### src/rtl/bf16_pkg.sv
// bf16_pkg: shared BF16 types, opcodes, flag indices, constants and classification helpers
package bf16_pkg;
  typedef enum logic [3:0] {
    OP_ADD = 4'b0000,
    OP_SUB = 4'b0001,
    OP_MIN = 4'b0010,
    OP_MAX = 4'b0011,
    OP_MUL = 4'b0100,
    OP_FMA = 4'b0111
  } op_e;
  localparam int FLAG_NV = 3;
  localparam int FLAG_OF = 2;
  localparam int FLAG_UF = 1;
  localparam int FLAG_NX = 0;
  localparam logic [15:0] QNAN     = 16'h7FC0;
  localparam logic [15:0] ONE      = 16'h3F80;
  localparam logic [15:0] NEG_ZERO = 16'h8000;
  typedef struct packed {
    logic       sign;
    logic [7:0] exp;
    logic [7:0] mant;
    logic       is_zero;
    logic       is_inf;
    logic       is_nan;
    logic       is_snan;
  } fp_t;
  function automatic logic is_nan(input logic [15:0] x);
    return x[14:7] == 8'hFF && x[6:0] != 7'd0;
  endfunction
  function automatic logic is_snan(input logic [15:0] x);
    return is_nan(x) && !x[6];
  endfunction
  function automatic fp_t unpack(input logic [15:0] x);
    fp_t u;
    u.sign    = x[15];
    u.exp     = x[14:7];
    u.is_zero = x[14:7] == 8'h00;
    u.mant    = u.is_zero ? 8'h00 : {1'b1, x[6:0]};
    u.is_inf  = x[14:7] == 8'hFF && x[6:0] == 7'd0;
    u.is_nan  = is_nan(x);
    u.is_snan = is_snan(x);
    return u;
  endfunction
endpackage

### src/rtl/bf16_fma_core.sv
// bf16_fma_core: combinational a*b+c with single RNE rounding; ports a,b,c in, result/flags {NV,OF,UF,NX} out
module bf16_fma_core
  import bf16_pkg::*;
(
  input  logic [15:0] a,
  input  logic [15:0] b,
  input  logic [15:0] c,
  output logic [15:0] result,
  output logic [3:0]  flags
);
  fp_t ua, ub, uc;
  logic sp, p_zero, p_big, eff_sub, neg, rs, g, st, any_nan, any_snan, p_inf, inv;
  logic [15:0] p, lm, sm;
  logic signed [11:0] ep, ecx, le, dd, e, er;
  logic [5:0] sh, msb;
  logic [95:0] wide;
  logic [47:0] s48;
  logic [48:0] sum, mag, norm;
  logic [8:0] rnd;
  logic [6:0] frac;
  assign ua = unpack(a);
  assign ub = unpack(b);
  assign uc = unpack(c);
  assign sp = ua.sign ^ ub.sign;
  assign p_zero = ua.is_zero | ub.is_zero;
  assign p = ua.mant * ub.mant;
  // exponents of the LSB of the 16-bit product and of c widened to 16 bits
  assign ep = $signed({4'd0, ua.exp} + {4'd0, ub.exp} - 12'd268);
  assign ecx = $signed({4'd0, uc.exp} - 12'd142);
  assign p_big = uc.is_zero | (!p_zero && ep >= ecx);
  assign lm = p_big ? p : {uc.mant, 8'd0};
  assign sm = p_big ? {uc.mant, 8'd0} : p;
  assign le = p_big ? ep : ecx;
  assign dd = p_big ? ep - ecx : ecx - ep;
  assign sh = (dd[11:6] != 6'd0) ? 6'd63 : dd[5:0];
  // larger term sits at [47:32]; bits of the smaller one shifted past bit 0 are jammed into a sticky LSB
  assign wide = {sm, 80'd0} >> sh;
  assign s48 = wide[95:48] | {47'd0, |wide[47:0]};
  assign eff_sub = sp ^ uc.sign;
  assign sum = eff_sub ? {1'b0, lm, 32'd0} - {1'b0, s48} : {1'b0, lm, 32'd0} + {1'b0, s48};
  assign neg = eff_sub & sum[48];
  assign mag = neg ? ~sum + 49'd1 : sum;
  assign rs = (p_big ? sp : uc.sign) ^ neg;
  always_comb begin
    msb = 6'd0;
    for (int i = 0; i < 49; i++) if (mag[i]) msb = 6'(i);
  end
  assign norm = mag << (6'd48 - msb);
  assign g = norm[40];
  assign st = |norm[39:0];
  assign rnd = {1'b0, norm[48:41]} + {8'd0, g & (st | norm[41])};
  assign frac = rnd[8] ? rnd[7:1] : rnd[6:0];
  assign e = le + $signed({6'd0, msb}) + 12'sd95;
  assign er = e + $signed({11'd0, rnd[8]});
  assign any_nan = ua.is_nan | ub.is_nan | uc.is_nan;
  assign any_snan = ua.is_snan | ub.is_snan | uc.is_snan;
  assign p_inf = ua.is_inf | ub.is_inf;
  assign inv = any_snan | (ua.is_inf & ub.is_zero) | (ub.is_inf & ua.is_zero) | (p_inf & uc.is_inf & eff_sub);
  always_comb begin
    result = {rs, er[7:0], frac};
    flags = 4'd0;
    if (any_nan | inv) begin
      result = QNAN;
      flags[FLAG_NV] = inv;
    end else if (p_inf) begin
      result = {sp, 8'hFF, 7'd0};
    end else if (uc.is_inf) begin
      result = {uc.sign, 8'hFF, 7'd0};
    end else if (mag == 49'd0) begin
      result = {p_zero & uc.is_zero & sp & uc.sign, 15'd0};
    end else if (er >= 12'sd255) begin
      result = {rs, 8'hFF, 7'd0};
      flags[FLAG_OF] = 1'b1;
      flags[FLAG_NX] = 1'b1;
    end else if (er <= 12'sd0) begin
      result = {rs, 15'd0};
      flags[FLAG_UF] = 1'b1;
      flags[FLAG_NX] = 1'b1;
    end else begin
      flags[FLAG_NX] = g | st;
    end
  end
endmodule

### src/rtl/bf16_accel_top.sv
// bf16_accel_top: BF16 add/sub/mul/min/max/fma unit; clk, reset (sync active-low), enable, operand_a/b/c, operation -> registered result, fpcsr {NV,OF,UF,NX}, valid; BF16_FMA_EN enables opcode 0111
module bf16_accel_top
  import bf16_pkg::*;
(
  input  logic        clk,
  input  logic        reset,
  input  logic        enable,
  input  logic [15:0] operand_a,
  input  logic [15:0] operand_b,
  input  logic [15:0] operand_c,
  input  logic [3:0]  operation,
  output logic [15:0] result,
  output logic [3:0]  fpcsr,
  output logic        valid
);
  op_e op;
  logic is_add, is_sub, is_mul, is_fma, is_mm, arith, a_nan, b_nan;
  logic [15:0] core_b, core_c, fma_c, core_res, ka, kb, mm_sel, mm_res, nres;
  logic [3:0] core_flg, nflg;
  assign op = op_e'(operation);
  assign is_add = op == OP_ADD;
  assign is_sub = op == OP_SUB;
  assign is_mul = op == OP_MUL;
  assign is_mm = op == OP_MIN || op == OP_MAX;
`ifdef BF16_FMA_EN
  assign is_fma = op == OP_FMA;
  assign fma_c = operand_c;
`else
  logic unused_c;
  assign unused_c = ^operand_c;
  assign is_fma = 1'b0;
  assign fma_c = NEG_ZERO;
`endif
  assign arith = is_add | is_sub | is_mul | is_fma;
  assign core_b = (is_add | is_sub) ? ONE : operand_b;
  assign core_c = is_add ? operand_b : is_sub ? {~operand_b[15], operand_b[14:0]} : is_mul ? NEG_ZERO : fma_c;
  bf16_fma_core u_core (
    .a      (operand_a),
    .b      (core_b),
    .c      (core_c),
    .result (core_res),
    .flags  (core_flg)
  );
  // sign-magnitude mapped to an unsigned total order, so -0 sorts below +0
  assign ka = operand_a[15] ? ~operand_a : {1'b1, operand_a[14:0]};
  assign kb = operand_b[15] ? ~operand_b : {1'b1, operand_b[14:0]};
  assign a_nan = is_nan(operand_a);
  assign b_nan = is_nan(operand_b);
  assign mm_sel = (op == OP_MIN) ? ((kb < ka) ? operand_b : operand_a) : ((kb > ka) ? operand_b : operand_a);
  assign mm_res = (a_nan & b_nan) ? QNAN : a_nan ? operand_b : b_nan ? operand_a : mm_sel;
  assign nres = arith ? core_res : is_mm ? mm_res : QNAN;
  assign nflg = arith ? core_flg : is_mm ? {is_snan(operand_a) | is_snan(operand_b), 3'b000} : 4'(1) << FLAG_NV;
  always_ff @(posedge clk) begin
    if (!reset) begin
      result <= 16'd0;
      fpcsr <= 4'd0;
      valid <= 1'b0;
    end else begin
      valid <= enable;
      if (enable) begin
        result <= nres;
        fpcsr <= nflg;
      end
    end
  end
endmodule

### config.mk
export PLATFORM = sky130hd
export DESIGN_NAME = bf16_accel_top
export DESIGN_NICKNAME = d
export VERILOG_FILES = /design/src/rtl/bf16_pkg.sv /design/src/rtl/bf16_fma_core.sv /design/src/rtl/bf16_accel_top.sv
export SDC_FILE = /design/constraint.sdc
export NUM_CORES = 1
export LEC_CHECK = 0
export ABC_CLOCK_PERIOD_IN_PS = 31000
export CELL_PAD_IN_SITES_DETAIL_PLACEMENT = 1
export CELL_PAD_IN_SITES_GLOBAL_PLACEMENT = 2
export CORE_ASPECT_RATIO = 1.2
export CORE_MARGIN = 3
export CORE_UTILIZATION = 37
export CTS_CLUSTER_DIAMETER = 120
export DETAILED_ROUTE_END_ITERATION = 8
export PLACE_DENSITY = 0.9
export SETUP_SLACK_MARGIN = 0.3
export SLEW_MARGIN = 20
export SYNTH_ARGS = -nofsm -noshare
export SYNTH_HDL_FRONTEND = slang
export SYNTH_SLANG_ARGS = --single-unit
### constraint.sdc
create_clock -name clk -period 31 [get_ports clk]
set_clock_uncertainty 0.2 [all_clocks]
set_input_delay 6.2 -clock clk [delete_from_list [all_inputs] [get_ports clk]]
set_output_delay 6.2 -clock clk [all_outputs]
set_load 0.03 [all_outputs]
==> metrics.txt, run 1 <==
run status complete, no violations; top cell type's share of synthesized area 0.08112; Crit. Startpoint operation[1]; Crit Path Category input pin to register; most common cell after layout, fill and taps aside nor2_1; Area contributors post-synth ha_1 8.1%, nor2_1 5.3%, a21oi_1 4.9%, nand2_1 4.2%, xnor2_1 4.2%; synthesized flop and latch total 21; Hold Crit Start result[3]$_SDFFE_PN0P_; synthesis-to-layout area growth 8.757%; # hold bufs at CTS 0; Worst EP arrival 29.61 ns; core area 56220 µm²; initial antenna violation count 1; DIE HEIGHT 267.8 µm; max-cap viol count 0; Die ar. 60030 µm²; Slew HR 0.2340; IO Port Bufs 59; Die Span X 224.2 µm; Post-DRT Antenna Nets 0; dpl hpwl 84.82 mm; Initial Util 0.3759; vias per cell 6.740; Clock Path Buffers 2; Max Transition Viols Final 0; commonest non-fill, non-tap cells in the layout 297 x nor2_1, 239 x nand2_1, 208 x a21oi_1; Max Fclk 0.03375 GHz; EDFF count, synth 0; net count after synthesis 3351; Syn Inst Count 3118; Reg clk slew, reported paths 0.06 ns; maximum fanout count along the critical path 29; vias in the first global route 26.53k; CTS Buf Count 3; startpoint class of the critical path input pin; Mapped Area 21130 µm²; nets 3361; I/O Pins 76; First-pass DRT Iterations 5; share of layout cells above drive strength 1 0.1017; first-pass GRT wire length 157.8 mm; # DRC 0; largest net degree at the start of global routing 71; worst reg2reg path startpoint fpcsr[0]$_SDFFE_PN0P_; worst-margin pin slew 1.149 ns; worst path required time 30.97 ns; Root Buffer clkbuf_16; yosys warns 0; min-delay worst type register to register; fin crit period 29.63 ns; slowest CP cell clkdlybuf4s50_1; DR WL/cell 26.82 µm; Synth cell types 133; GR Util All Layers 0.3295; Top cell by count, worst path ha_1; num rows 95; Synth Flop Type dfxtp_1; Iteration-0 DRC Markers 2033; Routed WL 103.4 mm; CTS tree yes; Setup-failing EPs final 0; sequential cell area fraction in the yosys report 0.01989; H-tree depth 1; ys async rst share 0; Syn Area/Cell 6.777 µm²; clk_lat worst skew 0.25 ns; final hold violation count 0; GRT overflow 0; cell taking the most area after synthesis ha_1; unrepaired setup endpoints after global routing no; Via Count 25.98k; Worst Setup End Kind register; CP peak stage delay 0.64 ns; Fin Setup TNS 0 ns; # clock sinks 21; Final GP Congestion 0.9825; Final Cycle Share 0.9559
layout make-up:
cell class                 count  area, µm²
clock buffer                   4      78.83
tap                          727      909.6
timing repair buffer         206       1702
antenna                        1      2.502
fill                        7273      33240
sequential                    21      420.4
inverter                     179      671.9
multi-input combinational   2717      19200
final timing paths:
| kind | to | slack, ns | depth (start not counted) |
|---|---|---|---|
| max | result[0]$_SDFFE_PN0P_ | 1.37 | 87 |
| min reg2reg | result[3]$_SDFFE_PN0P_ | 0.31 | 2 |
| min | result[3]$_SDFFE_PN0P_ | 0.31 | 2 |
| max reg2reg | fpcsr[0]$_SDFFE_PN0P_ | 29.90 | 3 |
Yosys cell counts, types with 20 or more instances:
master    count
or3_1        38
a31oi_1      55
nand4_1      50
nand2b_1     41
o211ai_1     53
clkbuf_1    112
o22ai_1      42
inv_1       174
fa_1         41
xnor2_1     101
and3_1       47
nor3_1      123
or2_2        21
nand3_1     136
o21ai_1      28
o21a_1       28
o21bai_1     20
and2_1       47
mux2i_1      67
nand2_1     239
xor2_1       65
a21oi_1     209
a211oi_1     65
nor4_1       27
o31ai_1      26
buf_2        41
nor2b_1      27
buf_4        20
ha_1        137
o21ai_0     145
a211o_1      23
dfxtp_1      21
a21o_1       59
nor2_1      297
kinds of logic (layout without fill, tap and decap cells):
group           after synthesis  in the layout  synth area share
compound gates             1063           1063            0.3599
xor+xnor                    171            171           0.07265
fa+ha+maj                   178            178            0.1200
buf+inv                     380            389           0.07703
flops                        21             21           0.01989
mux                          99             99           0.05388
other cells                   0              1                 0
simple gates               1206           1206            0.2967
state kept, by name, summed over array words and instances, names as in the netlist:
name / flops
result: 16
fpcsr: 4
valid: 1
through the flow:
step | util | setup WS [ns] | cell area, µm² | hold slack (ns) | std cells
global placement | 0.4062 | 1.990 | 22840 | 0.2856 | 3847
global route | 0.4087 | 0.3076 | 22980 | 0.3492 | 3854
floorplan | - | 5.936 | 21130 | 0.4015 | 3118
CTS | 0.4076 | 1.561 | 22920 | 0.3105 | 3851
detailed placement | 0.4062 | 1.411 | 22840 | 0.2916 | 3847
finish | 0.4088 | 1.367 | 22980 | 0.3055 | 3855
layer usage:
| layer | part of all wire | vias to the layer above | track usage |
|---|---|---|---|
| li1 | - | 11757 | - |
| met1 | 0.40 | 12986 | 0.3936 |
| met2 | 0.50 | 958 | 0.5997 |
| met3 | 0.049 | 280 | 0.02513 |
| met4 | 0.056 | 2 | 0.1558 |
| met5 | 0.00013 | - | 0 |
what timing repair did:
item                       in CTS  in global routing
gates resized for setup         0                  6
setup endpoints to repair       0                  7
buffers inserted                0                  3
worst max-delay path: cells and delay by family:
| kind | cells | cell delay (ns) |
|---|---|---|
| compound gates | 31 | 8.06 |
| xor+xnor | 1 | 0.28 |
| simple gates | 31 | 8.38 |
| fa+ha+maj | 8 | 2.33 |
| buf+inv | 11 | 2.45 |
| mux | 5 | 1.84 |
Power of run 1 is not shown: default switching activity piles up to over one toggle a cycle in this logic, so the estimate is an artifact.
==> run 2, diff against run 1 <==
--- a/config.mk
+++ b/config.mk
@@ -19,3 +19,4 @@
 export SYNTH_ARGS = -nofsm -noshare
 export SYNTH_HDL_FRONTEND = slang
 export SYNTH_SLANG_ARGS = --single-unit
+export TNS_END_PERCENT = 5
==> results of run 2 <==
Same layout as run 1: the final DEF is identical, and so are final timing and power.
Power of run 2 is left out for the same reason.
